===== src/rtl/fifo_nw_1r_sync_if.sv =====
// Bundle of the multi-lane write / single read FIFO signals; the master side drives inputs, the slave side is the FIFO.
// Optional error statistics ports appear when FIFO_ERR_STATS_EN is defined.
interface fifo_nw_1r_sync_if #(
    parameter int DATA_WIDTH    = 65,
    parameter int ADDRESS_WIDTH = 4,
    parameter int WR_PORTS      = 2,
    parameter int WCNT_WIDTH    = 2
);
    logic                           Clear_in;
    logic [WR_PORTS*DATA_WIDTH-1:0] Data_in;
    logic [WCNT_WIDTH-1:0]          WriteCount_in;
    logic                           Write_ready_out;
    logic                           Full_out;
    logic                           Almost_full_out;
    logic                           Overflow_out;
    logic                           ReadEn_in;
    logic [DATA_WIDTH-1:0]          Data_out;
    logic                           Data_valid;
    logic                           Empty_out;
    logic [ADDRESS_WIDTH:0]         Count_out;
`ifdef FIFO_ERR_STATS_EN
    logic [15:0]                    Drop_count_out;
    logic                           Underflow_out;

    modport master (
        output Clear_in, Data_in, WriteCount_in, ReadEn_in,
        input  Write_ready_out, Full_out, Almost_full_out, Overflow_out,
        input  Data_out, Data_valid, Empty_out, Count_out,
        input  Drop_count_out, Underflow_out
    );

    modport slave (
        input  Clear_in, Data_in, WriteCount_in, ReadEn_in,
        output Write_ready_out, Full_out, Almost_full_out, Overflow_out,
        output Data_out, Data_valid, Empty_out, Count_out,
        output Drop_count_out, Underflow_out
    );
`else
    modport master (
        output Clear_in, Data_in, WriteCount_in, ReadEn_in,
        input  Write_ready_out, Full_out, Almost_full_out, Overflow_out,
        input  Data_out, Data_valid, Empty_out, Count_out
    );

    modport slave (
        input  Clear_in, Data_in, WriteCount_in, ReadEn_in,
        output Write_ready_out, Full_out, Almost_full_out, Overflow_out,
        output Data_out, Data_valid, Empty_out, Count_out
    );
`endif
endinterface


===== src/rtl/fifo_nw_1r_sync.sv =====
// Single-clock FIFO: up to WR_PORTS entries written per cycle (all-or-nothing), one registered read per cycle.
// Define FIFO_ERR_STATS_EN to add Drop_count_out (rejected lanes, saturating) and sticky Underflow_out.
module fifo_nw_1r_sync #(
    parameter int DATA_WIDTH    = 65,
    parameter int ADDRESS_WIDTH = 4,
    parameter int FIFO_DEPTH    = 1 << ADDRESS_WIDTH,
    parameter int WR_PORTS      = 2,
    parameter int WCNT_WIDTH    = 2,
    parameter int AFULL_THRESH  = FIFO_DEPTH - WR_PORTS
) (
    input  logic              Clk,
    input  logic              Reset_n,
    fifo_nw_1r_sync_if.slave  io
);
    localparam int CW = ADDRESS_WIDTH + 1;
    localparam logic [CW-1:0]         DEPTH_C = CW'(FIFO_DEPTH);
    localparam logic [CW-1:0]         AFULL_C = CW'(AFULL_THRESH);
    localparam logic [CW-1:0]         PORTS_C = CW'(WR_PORTS);
    localparam logic [WCNT_WIDTH-1:0] NMAX_C  = WCNT_WIDTH'(WR_PORTS);

    logic [DATA_WIDTH-1:0]    r_mem [FIFO_DEPTH];
    logic [ADDRESS_WIDTH-1:0] r_wptr;
    logic [ADDRESS_WIDTH-1:0] r_rptr;
    logic [CW-1:0]            r_count;
    logic [DATA_WIDTH-1:0]    r_data_out;
    logic                     r_data_valid;
    logic                     r_overflow;

    logic [CW-1:0]            w_free;
    logic [CW-1:0]            w_n_ext;
    logic [CW-1:0]            w_count_next;
    logic [ADDRESS_WIDTH-1:0] w_wptr_next;
    logic                     w_wr_ok;
    logic                     w_wr_reject;
    logic                     w_rd_ok;
    logic [WR_PORTS-1:0]      w_lane_we;
    logic [ADDRESS_WIDTH-1:0] w_lane_addr [WR_PORTS];
    logic [DATA_WIDTH-1:0]    w_lane_data [WR_PORTS];

    // Space is judged on the pre-read count, so a same-cycle read never makes room for a write.
    always_comb begin
        w_free       = DEPTH_C - r_count;
        w_n_ext      = CW'(io.WriteCount_in);
        w_wr_ok      = (io.WriteCount_in != '0) && (io.WriteCount_in <= NMAX_C) && (w_n_ext <= w_free);
        w_wr_reject  = (io.WriteCount_in != '0) && !w_wr_ok;
        w_rd_ok      = io.ReadEn_in && (r_count != '0);
        w_wptr_next  = r_wptr;
        w_count_next = r_count;
        if (w_wr_ok) begin
            w_wptr_next  = r_wptr + ADDRESS_WIDTH'(io.WriteCount_in);
            w_count_next = w_count_next + w_n_ext;
        end
        if (w_rd_ok) begin
            w_count_next = w_count_next - CW'(1);
        end
    end

    // Lane addresses wrap naturally in ADDRESS_WIDTH bits, so a straddling write splits across the end.
    for (genvar gi = 0; gi < WR_PORTS; gi++) begin : g_lane
        localparam logic [WCNT_WIDTH-1:0] LANE_N = WCNT_WIDTH'(gi);
        assign w_lane_we[gi]   = w_wr_ok && !io.Clear_in && (LANE_N < io.WriteCount_in);
        assign w_lane_addr[gi] = r_wptr + ADDRESS_WIDTH'(gi);
        assign w_lane_data[gi] = io.Data_in[gi*DATA_WIDTH +: DATA_WIDTH];
    end

    always_ff @(posedge Clk) begin
        for (int k = 0; k < WR_PORTS; k++) begin
            if (w_lane_we[k]) begin
                r_mem[w_lane_addr[k]] <= w_lane_data[k];
            end
        end
    end

    always_ff @(posedge Clk or negedge Reset_n) begin
        if (!Reset_n) begin
            r_wptr       <= '0;
            r_rptr       <= '0;
            r_count      <= '0;
            r_data_out   <= '0;
            r_data_valid <= 1'b0;
            r_overflow   <= 1'b0;
        end else if (io.Clear_in) begin
            r_wptr       <= '0;
            r_rptr       <= '0;
            r_count      <= '0;
            r_data_valid <= 1'b0;
            r_overflow   <= 1'b0;
        end else begin
            r_overflow   <= w_wr_reject;
            r_data_valid <= w_rd_ok;
            r_wptr       <= w_wptr_next;
            r_count      <= w_count_next;
            if (w_rd_ok) begin
                r_data_out <= r_mem[r_rptr];
                r_rptr     <= r_rptr + ADDRESS_WIDTH'(1);
            end
        end
    end

`ifdef FIFO_ERR_STATS_EN
    logic [15:0] r_drop_count;
    logic        r_underflow;
    logic [16:0] w_drop_sum;

    assign w_drop_sum = {1'b0, r_drop_count} + 17'(io.WriteCount_in);

    always_ff @(posedge Clk or negedge Reset_n) begin
        if (!Reset_n) begin
            r_drop_count <= '0;
            r_underflow  <= 1'b0;
        end else if (io.Clear_in) begin
            r_drop_count <= '0;
            r_underflow  <= 1'b0;
        end else begin
            if (w_wr_reject) begin
                r_drop_count <= w_drop_sum[16] ? 16'hFFFF : w_drop_sum[15:0];
            end
            if (io.ReadEn_in && (r_count == '0)) begin
                r_underflow <= 1'b1;
            end
        end
    end

    assign io.Drop_count_out = r_drop_count;
    assign io.Underflow_out  = r_underflow;
`endif

    assign io.Data_out        = r_data_out;
    assign io.Data_valid      = r_data_valid;
    assign io.Overflow_out    = r_overflow;
    assign io.Count_out       = r_count;
    assign io.Empty_out       = (r_count == '0);
    assign io.Full_out        = (r_count == DEPTH_C);
    assign io.Almost_full_out = (r_count >= AFULL_C);
    assign io.Write_ready_out = (w_free >= PORTS_C);
endmodule


===== src/flat_wrapper.sv =====
// flat-port wrapper written by rule: the top's interface ports become plain ports
module fifo_nw_1r_sync_flat 
#(
    parameter int DATA_WIDTH    = 65,
    parameter int ADDRESS_WIDTH = 4,
    parameter int FIFO_DEPTH    = 1 << ADDRESS_WIDTH,
    parameter int WR_PORTS      = 2,
    parameter int WCNT_WIDTH    = 2,
    parameter int AFULL_THRESH  = FIFO_DEPTH - WR_PORTS
)
  (Clk, Reset_n, io_Clear_in, io_Data_in, io_WriteCount_in, io_ReadEn_in, io_Write_ready_out, io_Full_out, io_Almost_full_out, io_Overflow_out, io_Data_out, io_Data_valid, io_Empty_out, io_Count_out);
  fifo_nw_1r_sync_if #(.DATA_WIDTH(DATA_WIDTH), .ADDRESS_WIDTH(ADDRESS_WIDTH), .WR_PORTS(WR_PORTS), .WCNT_WIDTH(WCNT_WIDTH)) io_i ();
  input  logic Clk;
  input  logic Reset_n;
  input wire logic [$bits(io_i.Clear_in)-1:0] io_Clear_in;
  input wire logic [$bits(io_i.Data_in)-1:0] io_Data_in;
  input wire logic [$bits(io_i.WriteCount_in)-1:0] io_WriteCount_in;
  input wire logic [$bits(io_i.ReadEn_in)-1:0] io_ReadEn_in;
  output wire logic [$bits(io_i.Write_ready_out)-1:0] io_Write_ready_out;
  output wire logic [$bits(io_i.Full_out)-1:0] io_Full_out;
  output wire logic [$bits(io_i.Almost_full_out)-1:0] io_Almost_full_out;
  output wire logic [$bits(io_i.Overflow_out)-1:0] io_Overflow_out;
  output wire logic [$bits(io_i.Data_out)-1:0] io_Data_out;
  output wire logic [$bits(io_i.Data_valid)-1:0] io_Data_valid;
  output wire logic [$bits(io_i.Empty_out)-1:0] io_Empty_out;
  output wire logic [$bits(io_i.Count_out)-1:0] io_Count_out;
  assign io_i.Clear_in = io_Clear_in;
  assign io_i.Data_in = io_Data_in;
  assign io_i.WriteCount_in = io_WriteCount_in;
  assign io_i.ReadEn_in = io_ReadEn_in;
  assign io_Write_ready_out = io_i.Write_ready_out;
  assign io_Full_out = io_i.Full_out;
  assign io_Almost_full_out = io_i.Almost_full_out;
  assign io_Overflow_out = io_i.Overflow_out;
  assign io_Data_out = io_i.Data_out;
  assign io_Data_valid = io_i.Data_valid;
  assign io_Empty_out = io_i.Empty_out;
  assign io_Count_out = io_i.Count_out;
  fifo_nw_1r_sync #(.DATA_WIDTH(DATA_WIDTH), .ADDRESS_WIDTH(ADDRESS_WIDTH), .FIFO_DEPTH(FIFO_DEPTH), .WR_PORTS(WR_PORTS), .WCNT_WIDTH(WCNT_WIDTH), .AFULL_THRESH(AFULL_THRESH)) u_core (.Clk(Clk), .Reset_n(Reset_n), .io(io_i));
endmodule

===== config.mk =====
export PLATFORM = sky130hd
export DESIGN_NAME = fifo_nw_1r_sync_flat
export DESIGN_NICKNAME = d
export VERILOG_FILES = /design/src/rtl/fifo_nw_1r_sync_if.sv /design/src/rtl/fifo_nw_1r_sync.sv /design/src/flat_wrapper.sv
export SDC_FILE = /design/constraint.sdc
export NUM_CORES = 2
export LEC_CHECK = 0
export ABC_AREA = 1
export BUFFER_PORTS_ARGS = -buffer_cell sky130_fd_sc_hd__buf_4
export CAP_MARGIN = 20
export CORE_AREA = 2 2 402 404
export DETAILED_ROUTE_END_ITERATION = 16
export DIE_AREA = 0 0 404 406
export GPL_TIMING_DRIVEN = 0
export HOLD_SLACK_MARGIN = 0.05
export PLACE_DENSITY_LB_ADDON = 0.05
export SYNTH_ARGS = -nofsm -noshare
export SYNTH_HDL_FRONTEND = slang
export SYNTH_SLANG_ARGS = --single-unit
export TNS_END_PERCENT = 100

===== constraint.sdc =====
create_clock -name Clk -period 15.6 [get_ports Clk]
set_input_delay 0.78 -clock Clk [delete_from_list [all_inputs] [get_ports Clk]]
set_output_delay 0.78 -clock Clk [all_outputs]
set_load 0.02 [all_outputs]

==> results.py <==
metrics = {
    "floorplan": {
        "io_pins": 212,
        "core_um2": 159600,
        "dieArea_um2": 164000,
        "die-height_um": 406,
        "die_w_um": 404,
        "start_util": 0.3489,
        "row_count": 147,
    },
    "worst_setup_path": {
        "crit_chain": "inv_1, ha_1, nand2_1, nor2_1, ha_1, nor2_1, inv_1, nor2_2, inv_1, clkbuf_1, buf_8, clkbuf_1, nand2_1, nand2_1",
        "required_ns": 16.27,
        "crit_arrival_ns": 5.54,
        "critPathMaxFanout": 10,
        "r2r-end": "u_core.io.Data_out[12]",
        "critPathTopFamily": "buffers and inverters",
        "startpoint": "u_core.io.Count_out[1]",
        "rrSetupSlack_ns": 10.73,
        "worstSetupPathType": "register to register",
        "start_kind": "register",
        "reg2reg_depth": 14,
        "cp_slowest_cell": "nor2_2",
        "critPathMaxStageDelay_ns": 0.76,
        "end_kind": "register",
        "cp_num_buf_inv": 6,
        "r2r_start": "u_core.io.Count_out[1]",
    },
    "cts": {
        "cts.sinks": 1120,
        "htree_num_levels": 4,
        "cts_tree": "built",
        "ctsResizeCount": 0,
        "clk_pin_slew_worst_paths_ns": 0.06,
        "insertion_delay_ns": 0.82,
        "cts_buffers": 139,
        "clockRootBuffer": "clkbuf_16",
        "cts_setup_buffers": 0,
        "cts.path.max_buffers": 3,
    },
    "detailed_routing": {
        "antenna_left": 0,
        "drtIter0Drc": 6321,
        "via_count": 48810,
        "drc": 0,
        "drt-pass1-iter-count": 6,
        "routedWlPerCell_um": 31.05,
        "via_per_inst": 5.741,
        "postRouteWirelength_um": 264000,
    },
    "place": {
        "dp_hpwl_um": 186500,
        "numPortBuffers": 146,
        "post_dp_cell_area_um2": 61290,
        "gp_congestion": 0.8795,
        "dp.cells": 8234,
    },
    "power_and_ir_drop": {
        "p_per_area_nw_per_um2": 148.3,
        "leakage_nw": 21.80,
        "vdd_drop_max_uv": 132.1,
        "power_mw": 9.743,
    },
    "yosys": {
        "syn_area_um2": 55690,
        "synth_warnings": 0,
        "synth_cell_types": 32,
        "synth_cells": 5922,
        "syn_avg_cell_area_um2": 9.405,
        "syn-num-nets": 6073,
        "synth_seq_area_share": 0.5967,
        "ys_ff_latch": 1120,
    },
    "global_routing": {
        "grt_max_degree": 42,
        "grt_pass1_vias": 46990,
        "met3_usage": 0.07274,
        "grt_use_met2": 0.4885,
        "grt-ovfl-total": 0,
        "grt_util_all_layers": 0.3171,
        "use_met1": 0.4299,
        "busiest_layer": "met2",
        "grt_pass1_wl_um": 364500,
        "antenna_found_initial": 23,
    },
    "sta": {
        "rsz0062_at_grt": "no",
        "holdWs_ns": 0.2177,
        "final-hold-violation-count": 0,
        "tns_ns": 0,
        "post-route-period-util": 0.3122,
        "final_max_slew_viol_count": 0,
        "tightest_slew_ns": 1.275,
        "fmax_mhz": 205.3,
        "slew_headroom": 0.1498,
        "setup_viol": 0,
        "fin_crit_ns": 4.871,
        "finClkSkew_ns": 0.04437,
    },
    "hold_path": {
        "holdPathEnd": "u_core.io.Count_out[2]",
        "min-delay-start": "io_Clear_in",
        "min_path_type": "input port to register",
        "holdPathStages": 2,
    },
    "finish": {
        "nets": 6444,
        "seqCellArea_um2": 33230,
        "layout_common_cells": "1,305 x nand2_1, 1,168 x o21ai_0, 1,040 x edfxtp_1",
        "final_common_cell": "nand2_1",
        "fin_cells": 8501,
        "fin_area_um2": 65680,
        "syn2layout_area_growth_pct": 17.93,
        "n_fill_cell": 15880,
        "layout-drive-gt1-share": 0.1011,
        "multi_input_area_um2": 18880,
    },
    "run_status": {
        "status": "complete, no violations",
    },
    "run": {
        "max_cap_viol_count": 0,
    },
}
routing by layer:
layer,routed length [µm],vias to the layer above,part of all wire
li1,-,21470,-
met1,110500,24270,0.42
met2,116700,2545,0.44
met3,25420,513,0.096
met4,11290,8,0.043
met5,49,-,0.00019
cell type report:
type	instances	area share
inverter	115	0.006572
timing repair buffer	230	0.04284
clock inverter	57	0.007106
antenna	5	0.0001905
multi-input combinational	4039	0.2875
clock buffer	201	0.05869
sequential	1120	0.5060
buffer	648	0.05142
tap	2086	0.03974
registers in the layout, summed over array words and instances (netlist names):
signal and count:
u_core.r_mem 1040, u_core.io.Data_out 65, u_core.io.Count_out 5, u_core.r_rptr 4, u_core.r_wptr 4, u_core.io.Data_valid 1, u_core.io.Overflow_out 1
what timing repair did:
item	CTS	global route
hold buffers	1	0
hold endpoints to repair	39	0
endpoints found under the setup margin	0	0
where the power goes:
| part | internal, mW | leakage [nW] | total, mW | switching, mW |
|---|---|---|---|---|
| Combinational | 0.788 | 9.31 | 2.99 | 2.20 |
| Clock | 1.78 | 2.11 | 3.18 | 1.40 |
| Sequential | 3.48 | 10.4 | 3.58 | 0.0955 |
| Total | 6.05 | 21.8 | 9.74 | 3.69 |
cell usage after synthesis:
library cell | count | share of area
a21oi_1 | 48 | 0.0043
nand2_1 | 1305 | 0.088
xor2_1 | 3 | 0.00047
nor2_4 | 4 | 0.00081
inv_2 | 1 | 0.000067
inv_1 | 114 | 0.0077
nand4_1 | 3 | 0.00034
nand3_4 | 1 | 0.00031
buf_2 | 34 | 0.0031
buf_4 | 73 | 0.0098
or2_2 | 1 | 0.00011
o31ai_1 | 10 | 0.0013
clkbuf_1 | 447 | 0.030
mux2i_1 | 20 | 0.0036
nand3_1 | 8 | 0.00072
buf_12 | 1 | 0.00036
o21ai_0 | 1168 | 0.10
nor2_1 | 629 | 0.042
edfxtp_1 | 1040 | 0.56
o21ai_1 | 495 | 0.044
nor3_1 | 2 | 0.00018
nand2_4 | 2 | 0.00040
nor2_8 | 10 | 0.0036
dfrtp_1 | 80 | 0.036
nand2_2 | 1 | 0.00011
buf_1 | 12 | 0.00081
buf_6 | 81 | 0.016
nor2_2 | 1 | 0.00011
o22ai_1 | 312 | 0.035
and2_1 | 1 | 0.00011
fa_1 | 2 | 0.00072
ha_1 | 13 | 0.0029
cell families (layout without fill, tap and decap cells):
family,after synthesis,in the layout,share of synthesized area
DFF,1120,1120,0.5967
xor gates and xnor gates,3,3,0.0004719
buffers and inverters,763,1251,0.06832
and+or+nand+nor,1968,1968,0.1372
adders and majority gates,15,15,0.003639
other,0,5,0
muxes,20,20,0.003594
AOI/OAI and AO/OA,2033,2033,0.1901
metrics by stage:
| stage | utilization | setup slack, ns |
|---|---|---|
| 6_report | 0.4114 | 10.73 |
| 3_5_place_dp | 0.3839 | 10.72 |
| 5_1_grt | 0.4113 | 10.63 |
| 4_1_cts | 0.4110 | 10.71 |
| 3_3_place_gp | 0.3721 | 4.772 |
| 2_1_floorplan | - | 9.678 |
worst max-delay path by stage:
stage | end | slack, ns | depth (start not counted)
detailed placement | u_core.io.Data_out[12] | 10.72 | 14
global placement | u_core.r_mem[6][54] | 4.77 | 13
CTS | u_core.io.Data_out[12] | 10.71 | 14
finish | u_core.io.Data_out[12] | 10.73 | 14
floorplan | u_core.r_mem[9][0] | 9.68 | 13
global route | u_core.io.Data_out[59] | 10.63 | 14
(Power assumes the default switching activity.)
